File: src/rtl/ram_stream_pkg.sv
// Shared definitions for the RAM sample-stream controller.
//   - FSM state encodings (ST_*)
//   - host mode codes (MODE_*)
package ram_stream_pkg;

  localparam logic [2:0] ST_IDLE    = 3'd0;
  localparam logic [2:0] ST_WR      = 3'd1;
  localparam logic [2:0] ST_RD_REQ  = 3'd2;
  localparam logic [2:0] ST_RD_WAIT = 3'd3;
  localparam logic [2:0] ST_RD_OUT  = 3'd4;
  localparam logic [2:0] ST_DONE    = 3'd5;

  localparam logic [1:0] MODE_IDLE = 2'b00;
  localparam logic [1:0] MODE_REC  = 2'b01;
  localparam logic [1:0] MODE_PLAY = 2'b10;
  localparam logic [1:0] MODE_LOOP = 2'b11;

endpackage

File: src/rtl/ram_stream_ctrl.sv
// Streams samples between a valid/ready interface and a word-addressed RAM.
// Record writes an inclusive address region from the wr_* stream; playback
// reads the region out on the rd_* stream, optionally looping.
//
// Ports
//   clk, reset_n                      clock, async active-low reset
//   mode, start_addr, end_addr        command, sampled only while idle
//   wr_valid/wr_ready/wr_data         record sample stream (in)
//   rd_valid/rd_ready/rd_data         playback sample stream (out)
//   ram_rdy                           RAM controller ready; stalls the FSM when low
//   ram_addr/ram_din/ram_we           RAM write port (one-cycle write pulse)
//   ram_rd_req/ram_dout/ram_rd_pres/ram_rd_ack  RAM read port
//   busy, done, timeout_err           status
module ram_stream_ctrl
  import ram_stream_pkg::*;
#(
  parameter int unsigned DATA_W     = 8,
  parameter int unsigned ADDR_W     = 26,
  parameter int unsigned RD_TIMEOUT = 255
) (
  input  logic              clk,
  input  logic              reset_n,
  input  logic [1:0]        mode,
  input  logic [ADDR_W-1:0] start_addr,
  input  logic [ADDR_W-1:0] end_addr,
  input  logic              wr_valid,
  output logic              wr_ready,
  input  logic [DATA_W-1:0] wr_data,
  output logic              rd_valid,
  input  logic              rd_ready,
  output logic [DATA_W-1:0] rd_data,
  input  logic              ram_rdy,
  output logic [ADDR_W-1:0] ram_addr,
  output logic [DATA_W-1:0] ram_din,
  output logic              ram_we,
  output logic              ram_rd_req,
  input  logic [DATA_W-1:0] ram_dout,
  input  logic              ram_rd_pres,
  output logic              ram_rd_ack,
  output logic              busy,
  output logic              done,
  output logic              timeout_err
);

  localparam int unsigned CNT_W = (RD_TIMEOUT < 1) ? 1 : $clog2(RD_TIMEOUT + 1);

  logic [2:0]        state_q, state_d;
  logic [ADDR_W-1:0] ptr_q, ptr_d;
  logic [ADDR_W-1:0] start_q, start_d;
  logic [ADDR_W-1:0] end_q, end_d;
  logic              loop_q, loop_d;
  logic              abort_q, abort_d;
  logic [CNT_W-1:0]  cnt_q, cnt_d;
  logic [ADDR_W-1:0] ram_addr_q, ram_addr_d;
  logic [DATA_W-1:0] ram_din_q, ram_din_d;
  logic              ram_we_q, ram_we_d;
  logic              ram_rd_req_q, ram_rd_req_d;
  logic              ram_rd_ack_q, ram_rd_ack_d;
  logic [DATA_W-1:0] rd_data_q, rd_data_d;
  logic              busy_q, busy_d;
  logic              done_q, done_d;
  logic              timeout_q, timeout_d;

  logic abort_now;
  logic finish;

  // Stream handshakes only open while the RAM side can make progress, so a
  // stall never lets a sample be consumed without the FSM moving with it.
  assign wr_ready = (state_q == ST_WR) && ram_rdy;
  assign rd_valid = (state_q == ST_RD_OUT) && ram_rdy;

  // A stop request seen earlier, or being seen right now.
  assign abort_now = abort_q || (mode == MODE_IDLE);

  always_comb begin
    state_d      = state_q;
    ptr_d        = ptr_q;
    start_d      = start_q;
    end_d        = end_q;
    loop_d       = loop_q;
    abort_d      = abort_q;
    cnt_d        = cnt_q;
    ram_addr_d   = ram_addr_q;
    ram_din_d    = ram_din_q;
    ram_we_d     = 1'b0;
    ram_rd_req_d = 1'b0;
    ram_rd_ack_d = 1'b0;
    rd_data_d    = rd_data_q;
    busy_d       = busy_q;
    done_d       = 1'b0;
    timeout_d    = timeout_q;
    finish       = 1'b0;

    if ((state_q != ST_IDLE) && (state_q != ST_DONE) && (mode == MODE_IDLE)) begin
      abort_d = 1'b1;
    end

    case (state_q)
      ST_IDLE: begin
        if (ram_rdy && (mode != MODE_IDLE)) begin
          if (start_addr <= end_addr) begin
            start_d   = start_addr;
            end_d     = end_addr;
            loop_d    = (mode == MODE_LOOP);
            ptr_d     = start_addr;
            busy_d    = 1'b1;
            timeout_d = 1'b0;
            abort_d   = 1'b0;
            state_d   = (mode == MODE_REC) ? ST_WR : ST_RD_REQ;
          end else begin
            // Empty region: acknowledge with done but never leave idle.
            done_d = 1'b1;
          end
        end
      end

      ST_WR: begin
        if (ram_rdy) begin
          if (wr_valid) begin
            ram_we_d   = 1'b1;
            ram_addr_d = ptr_q;
            ram_din_d  = wr_data;
            // Compare before incrementing so the top address never wraps.
            if ((ptr_q == end_q) || abort_now) begin
              finish = 1'b1;
            end else begin
              ptr_d = ptr_q + ADDR_W'(1);
            end
          end else if (abort_now) begin
            finish = 1'b1;
          end
        end
      end

      ST_RD_REQ: begin
        if (ram_rdy) begin
          if (abort_now) begin
            finish = 1'b1;
          end else begin
            ram_rd_req_d = 1'b1;
            ram_addr_d   = ptr_q;
            cnt_d        = '0;
            state_d      = ST_RD_WAIT;
          end
        end
      end

      ST_RD_WAIT: begin
        if (ram_rdy) begin
          if (ram_rd_pres) begin
            rd_data_d    = ram_dout;
            ram_rd_ack_d = 1'b1;
            state_d      = ST_RD_OUT;
          end else if (cnt_q == CNT_W'(RD_TIMEOUT)) begin
            timeout_d = 1'b1;
            finish    = 1'b1;
          end else begin
            cnt_d = cnt_q + CNT_W'(1);
          end
        end
      end

      ST_RD_OUT: begin
        if (rd_valid && rd_ready) begin
          if (ptr_q == end_q) begin
            if (loop_q && !abort_now) begin
              ptr_d   = start_q;
              state_d = ST_RD_REQ;
            end else begin
              finish = 1'b1;
            end
          end else if (abort_now) begin
            finish = 1'b1;
          end else begin
            ptr_d   = ptr_q + ADDR_W'(1);
            state_d = ST_RD_REQ;
          end
        end
      end

      ST_DONE: begin
        // A RAM stall freezes the FSM here too, so done stays up with it.
        if (ram_rdy) begin
          state_d = ST_IDLE;
        end else begin
          done_d = 1'b1;
        end
      end

      default: begin
        state_d = ST_IDLE;
      end
    endcase

    if (finish) begin
      state_d = ST_DONE;
      busy_d  = 1'b0;
      done_d  = 1'b1;
    end
  end

  always_ff @(posedge clk or negedge reset_n) begin
    if (!reset_n) begin
      state_q      <= ST_IDLE;
      ptr_q        <= '0;
      start_q      <= '0;
      end_q        <= '0;
      loop_q       <= 1'b0;
      abort_q      <= 1'b0;
      cnt_q        <= '0;
      ram_addr_q   <= '0;
      ram_din_q    <= '0;
      ram_we_q     <= 1'b0;
      ram_rd_req_q <= 1'b0;
      ram_rd_ack_q <= 1'b0;
      rd_data_q    <= '0;
      busy_q       <= 1'b0;
      done_q       <= 1'b0;
      timeout_q    <= 1'b0;
    end else begin
      state_q      <= state_d;
      ptr_q        <= ptr_d;
      start_q      <= start_d;
      end_q        <= end_d;
      loop_q       <= loop_d;
      abort_q      <= abort_d;
      cnt_q        <= cnt_d;
      ram_addr_q   <= ram_addr_d;
      ram_din_q    <= ram_din_d;
      ram_we_q     <= ram_we_d;
      ram_rd_req_q <= ram_rd_req_d;
      ram_rd_ack_q <= ram_rd_ack_d;
      rd_data_q    <= rd_data_d;
      busy_q       <= busy_d;
      done_q       <= done_d;
      timeout_q    <= timeout_d;
    end
  end

  assign ram_addr    = ram_addr_q;
  assign ram_din     = ram_din_q;
  assign ram_we      = ram_we_q;
  assign ram_rd_req  = ram_rd_req_q;
  assign ram_rd_ack  = ram_rd_ack_q;
  assign rd_data     = rd_data_q;
  assign busy        = busy_q;
  assign done        = done_q;
  assign timeout_err = timeout_q;

endmodule

File: config.mk
export PLATFORM = sky130hd
export DESIGN_NAME = ram_stream_ctrl
export DESIGN_NICKNAME = d
export VERILOG_FILES = /design/src/rtl/ram_stream_pkg.sv /design/src/rtl/ram_stream_ctrl.sv
export SDC_FILE = /design/constraint.sdc
export NUM_CORES = 1
export LEC_CHECK = 0
export CORE_MARGIN = 5
export CORE_UTILIZATION = 49
export CTS_CLUSTER_SIZE = 10
export DETAILED_ROUTE_END_ITERATION = 10
export PLACE_DENSITY = 0.84
export REMOVE_ABC_BUFFERS = 1
export SYNTH_ARGS = -nofsm -noshare
export SYNTH_HDL_FRONTEND = slang
export SYNTH_SLANG_ARGS = --single-unit
File: constraint.sdc
create_clock -name clk -period 1.9 [get_ports clk]
set_input_delay 0.38 -clock clk [delete_from_list [all_inputs] [get_ports clk]]
set_output_delay 0.38 -clock clk [all_outputs]
set_load 0.005 [all_outputs]
==> flow_metrics.env <==
export IMPL_p_int_uw=12600
export IMPL_worstPathMaxFanout=7
export IMPL_die_h_um=133
export IMPL_worstPathRequired_ns=2.20
export IMPL_route_vias_total=8475
export IMPL_synthAdderAreaFrac_pct=4.70
export IMPL_cts_inserted_buffers=17
export IMPL_synth_compound_area_share_pct=12.9
export IMPL_nets=1081
export IMPL_crit_path_top_delay_cell="xnor2_1"
export IMPL_area_growth_pct=67.0
export IMPL_die_area_um2=17800
export IMPL_drv_slew=0
export IMPL_vdd_ir_drop_worst_mv=1.08
export IMPL_synthTopCellsByCount="dfrtp_1 (139), mux2_2 (93), nand2_1 (52)"
export IMPL_ys_seq_elements=139
export IMPL_ctsHtreeMaxLevel=4
export IMPL_grt_pass1_vias=8452
export IMPL_p_seq_share_pct=25.7
export IMPL_ys_warnings_count=0
export IMPL_place_congestion=0.887
export IMPL_dpl_worst_slack_ns=-1.46
export IMPL_synth_cells=679
export IMPL_async_flop_share_pct=100
export IMPL_grt_pass1_wl_um=50400
export IMPL_first_iter_violations=1648
export IMPL_hold_class="input port to flop"
export IMPL_clk_latency_ns=0.46
export IMPL_grt_start_max_net_pins=49
export IMPL_numClockSinks=139
export IMPL_cts_tree="yes"
export IMPL_first_pass_iters=7
export IMPL_yosys_area_top_type="dfrtp_1"
export IMPL_cp_start_kind="flop"
export IMPL_root_buffer="clkbuf_16"
export IMPL_antenna_found_initial=0
export IMPL_switchingPower_uw=9340
export IMPL_fin_tns_setup_ns=-76.00
export IMPL_yosysMostFrequentCell="dfrtp_1"
export IMPL_drc=0
export IMPL_drive_gt1_share_pct=53.2
export IMPL_maxCapViolations=0
export IMPL_hold_viol_final=0
export IMPL_start_util_pct=49.4
export IMPL_drtAntennaViolNets=0
export IMPL_min_period_ns=3.01
export IMPL_setup_viol=112
export IMPL_finalNonFillerCells=1178
export IMPL_arrival_ns=3.30
export IMPL_max_stage_delay_ns=0.60
export IMPL_synth_simple_gate_area_share_pct=12.6
export IMPL_clk_path_buf_depth=2
export IMPL_synth_top_family_by_area="multiplexers"
export IMPL_globalRoute_totalOverflow=0
export IMPL_min_period_over_period_pct=158
export IMPL_synth_cell_types=65
export IMPL_finClkSkew_ns=0.0137
export IMPL_io_pins=126
export IMPL_grt_util_all_layers_pct=37.2
export IMPL_post_drt_wl_per_cell_um=32.8
export IMPL_synth_ff_type="dfrtp_1"
export IMPL_clkPwrFrac_pct=16.1
export IMPL_place_inst=1093
export IMPL_synth_top_area_share_pct=46.6
export IMPL_critical_path_class="flop to flop"
export IMPL_dpl_hpwl_um=16500
export IMPL_syn_area_um2=7460
export IMPL_io_buffers=125
export IMPL_worstPathCellList="xnor2_1, nand4_1, nor3_2, buf_4, and2_4, mux2_4, a222oi_1, a21oi_2"
export IMPL_die_x_um=133
export IMPL_critPathCaptureType="flop"
export IMPL_viasPerCell=7.19
export IMPL_clkTransAtPathRegs_ns=0.07
export IMPL_combPwrFrac_pct=58.2
export IMPL_cellLeakagePower_uw=0.00543
export IMPL_wl_um=38700
export IMPL_p_sw_share_pct=42.5
export IMPL_timing_fmax_ghz=0.333
export IMPL_synthMuxAreaShare_pct=14.3
export IMPL_synth_edff_count=0
export IMPL_failed_checks="negative setup slack"
export IMPL_fp_coreArea_um2=15100
export IMPL_status="complete, but fails checks"
export IMPL_synth_xor_area_share_pct=4.08
export IMPL_placed_area_um2=9880
export IMPL_ys_seq_area_share_pct=46.6
export IMPL_max_slew_margin_pct=42.7
export IMPL_p_per_area_nw_per_um2=1760
export IMPL_fin_ws_ns=-1.11
export IMPL_synth_area_top_cells="dfrtp_1 (47%), mux2_2 (14%), ha_1 (4.7%)"
export IMPL_rsz0062_at_grt="yes"
export IMPL_syn_area_per_cell_um2=11.0
export IMPL_placementRows=45
export IMPL_tightest_slew_ns=0.853
export IMPL_final_area_um2=12500
==> cell type report <==
cell class | count | area [um^2]
diodes | 1 | 2.50
clock buffers | 22 | 484
clock inverters | 9 | 111
fillers | 664 | 2630
inverters | 36 | 153
multi-input cells | 466 | 4960
flip-flops and latches | 139 | 3480
well taps | 188 | 235
repair buffers | 317 | 3030
==> timing repair <==
action                                  CTS  global route
endpoints found under the setup margin  101           126
gates resized for setup                 450           105
buffers inserted                         31            23
cloned                                    7             1
hold buffers                              1             0
pin swaps                                66            31
hold endpoints to repair                 44             0
==> power groups by stage <==
| stage | combinational (uW) | sequential [uW] | clock [uW] |
|---|---|---|---|
| floorplan | 3770 | 5310 | 0 |
| CTS | 9960 | 5330 | 3400 |
| detailed placement | 7950 | 5250 | 0 |
| global placement | 7670 | 5170 | 0 |
| global route | 13000 | 5690 | 3630 |
| finish | 12800 | 5650 | 3540 |
==> cells in the final DEF, fill, tap and decap left out, types with 8 or more instances in the layout <==
cell type        count
nand3_1             16
nor3_1               8
inv_2               15
dlygate4sd2_1        8
a222oi_1            11
o2bb2ai_2           15
buf_12              13
a21oi_2              8
buf_6               48
ha_4                23
a21oi_1             13
a221oi_2            11
nor2_1              16
mux2_2              39
o21ai_0             12
nor3_4               8
nand2_1             50
clkbuf_16           18
xnor2_1             18
buf_2               24
nand4_1             15
mux2_4              54
nand3_4             14
inv_1               14
buf_8               10
buf_4              136
dfrtp_1            137
xnor2_2             13
o211ai_1             8
clkdlybuf4s50_1     70
==> worst max-delay path, delay by kind of cell (launching register included) <==
| kind | cells | cell delay (ns) |
|---|---|---|
| AND/OR/NAND/NOR | 3 | 0.67 |
| multiplexers | 1 | 0.30 |
| flip-flops | 1 | 0.43 |
| XOR/XNOR | 1 | 0.60 |
| AO/OA/AOI/OAI | 2 | 0.64 |
| buffers and inverters | 1 | 0.21 |
==> layer usage <==
metal / track usage [%] / part of all wire [%]
met5: 0 / 0
met4: 26.1 / 10
met3: 9.93 / 13
met2: 59.2 / 44
met1: 44.0 / 33
==> cells by family (layout without fill, tap and decap cells) <==
kind of cell,Yosys count,after routing
adder cells (fa/ha/maj),28,28
other,0,1
AO/OA/AOI/OAI,129,129
XOR/XNOR,33,33
multiplexers,95,95
AND/OR/NAND/NOR,181,181
flip-flops,139,139
buffers and inverters,74,384
==> worst paths after layout <==
kind | from | to | slack (ns) | depth (start not counted)
worst max-delay path | end_q[11] | ptr_q[9] | -1.11 | 8
worst min-delay path | end_addr[18] | end_q[18] | 0.16 | 2
worst max register to register | end_q[11] | ptr_q[9] | -1.11 | 8
worst min register to register | ram_din[0] | ram_din[0] | 0.51 | 1
max in group asynchronous | reset_n | loop_q | 0.80 | 3
min in group asynchronous | reset_n | ptr_q[0] | 0.46 | 2
==> per-stage QoR <==
stage	power (uW)	hold WS, ns	utilization [%]
2_1_floorplan	9080	0.0844	-
3_3_place_gp	12800	0.354	65.4
3_5_place_dp	13200	0.360	65.4
4_1_cts	18700	0.171	78.7
5_1_grt	22300	0.159	82.6
6_report	22000	0.164	82.6
==> sequential cells by signal, indices dropped and copies added (netlist names) <==
name         count
rd_data          8
cnt_q            8
end_q           26
timeout_err      1
ptr_q           26
abort_q          1
ram_we           1
ram_rd_ack       1
ram_rd_req       1
start_q         26
done             1
loop_q           1
state_q          3
busy             1
ram_addr        26
ram_din          8
No activity file was read; power rests on OpenSTA's default activity.
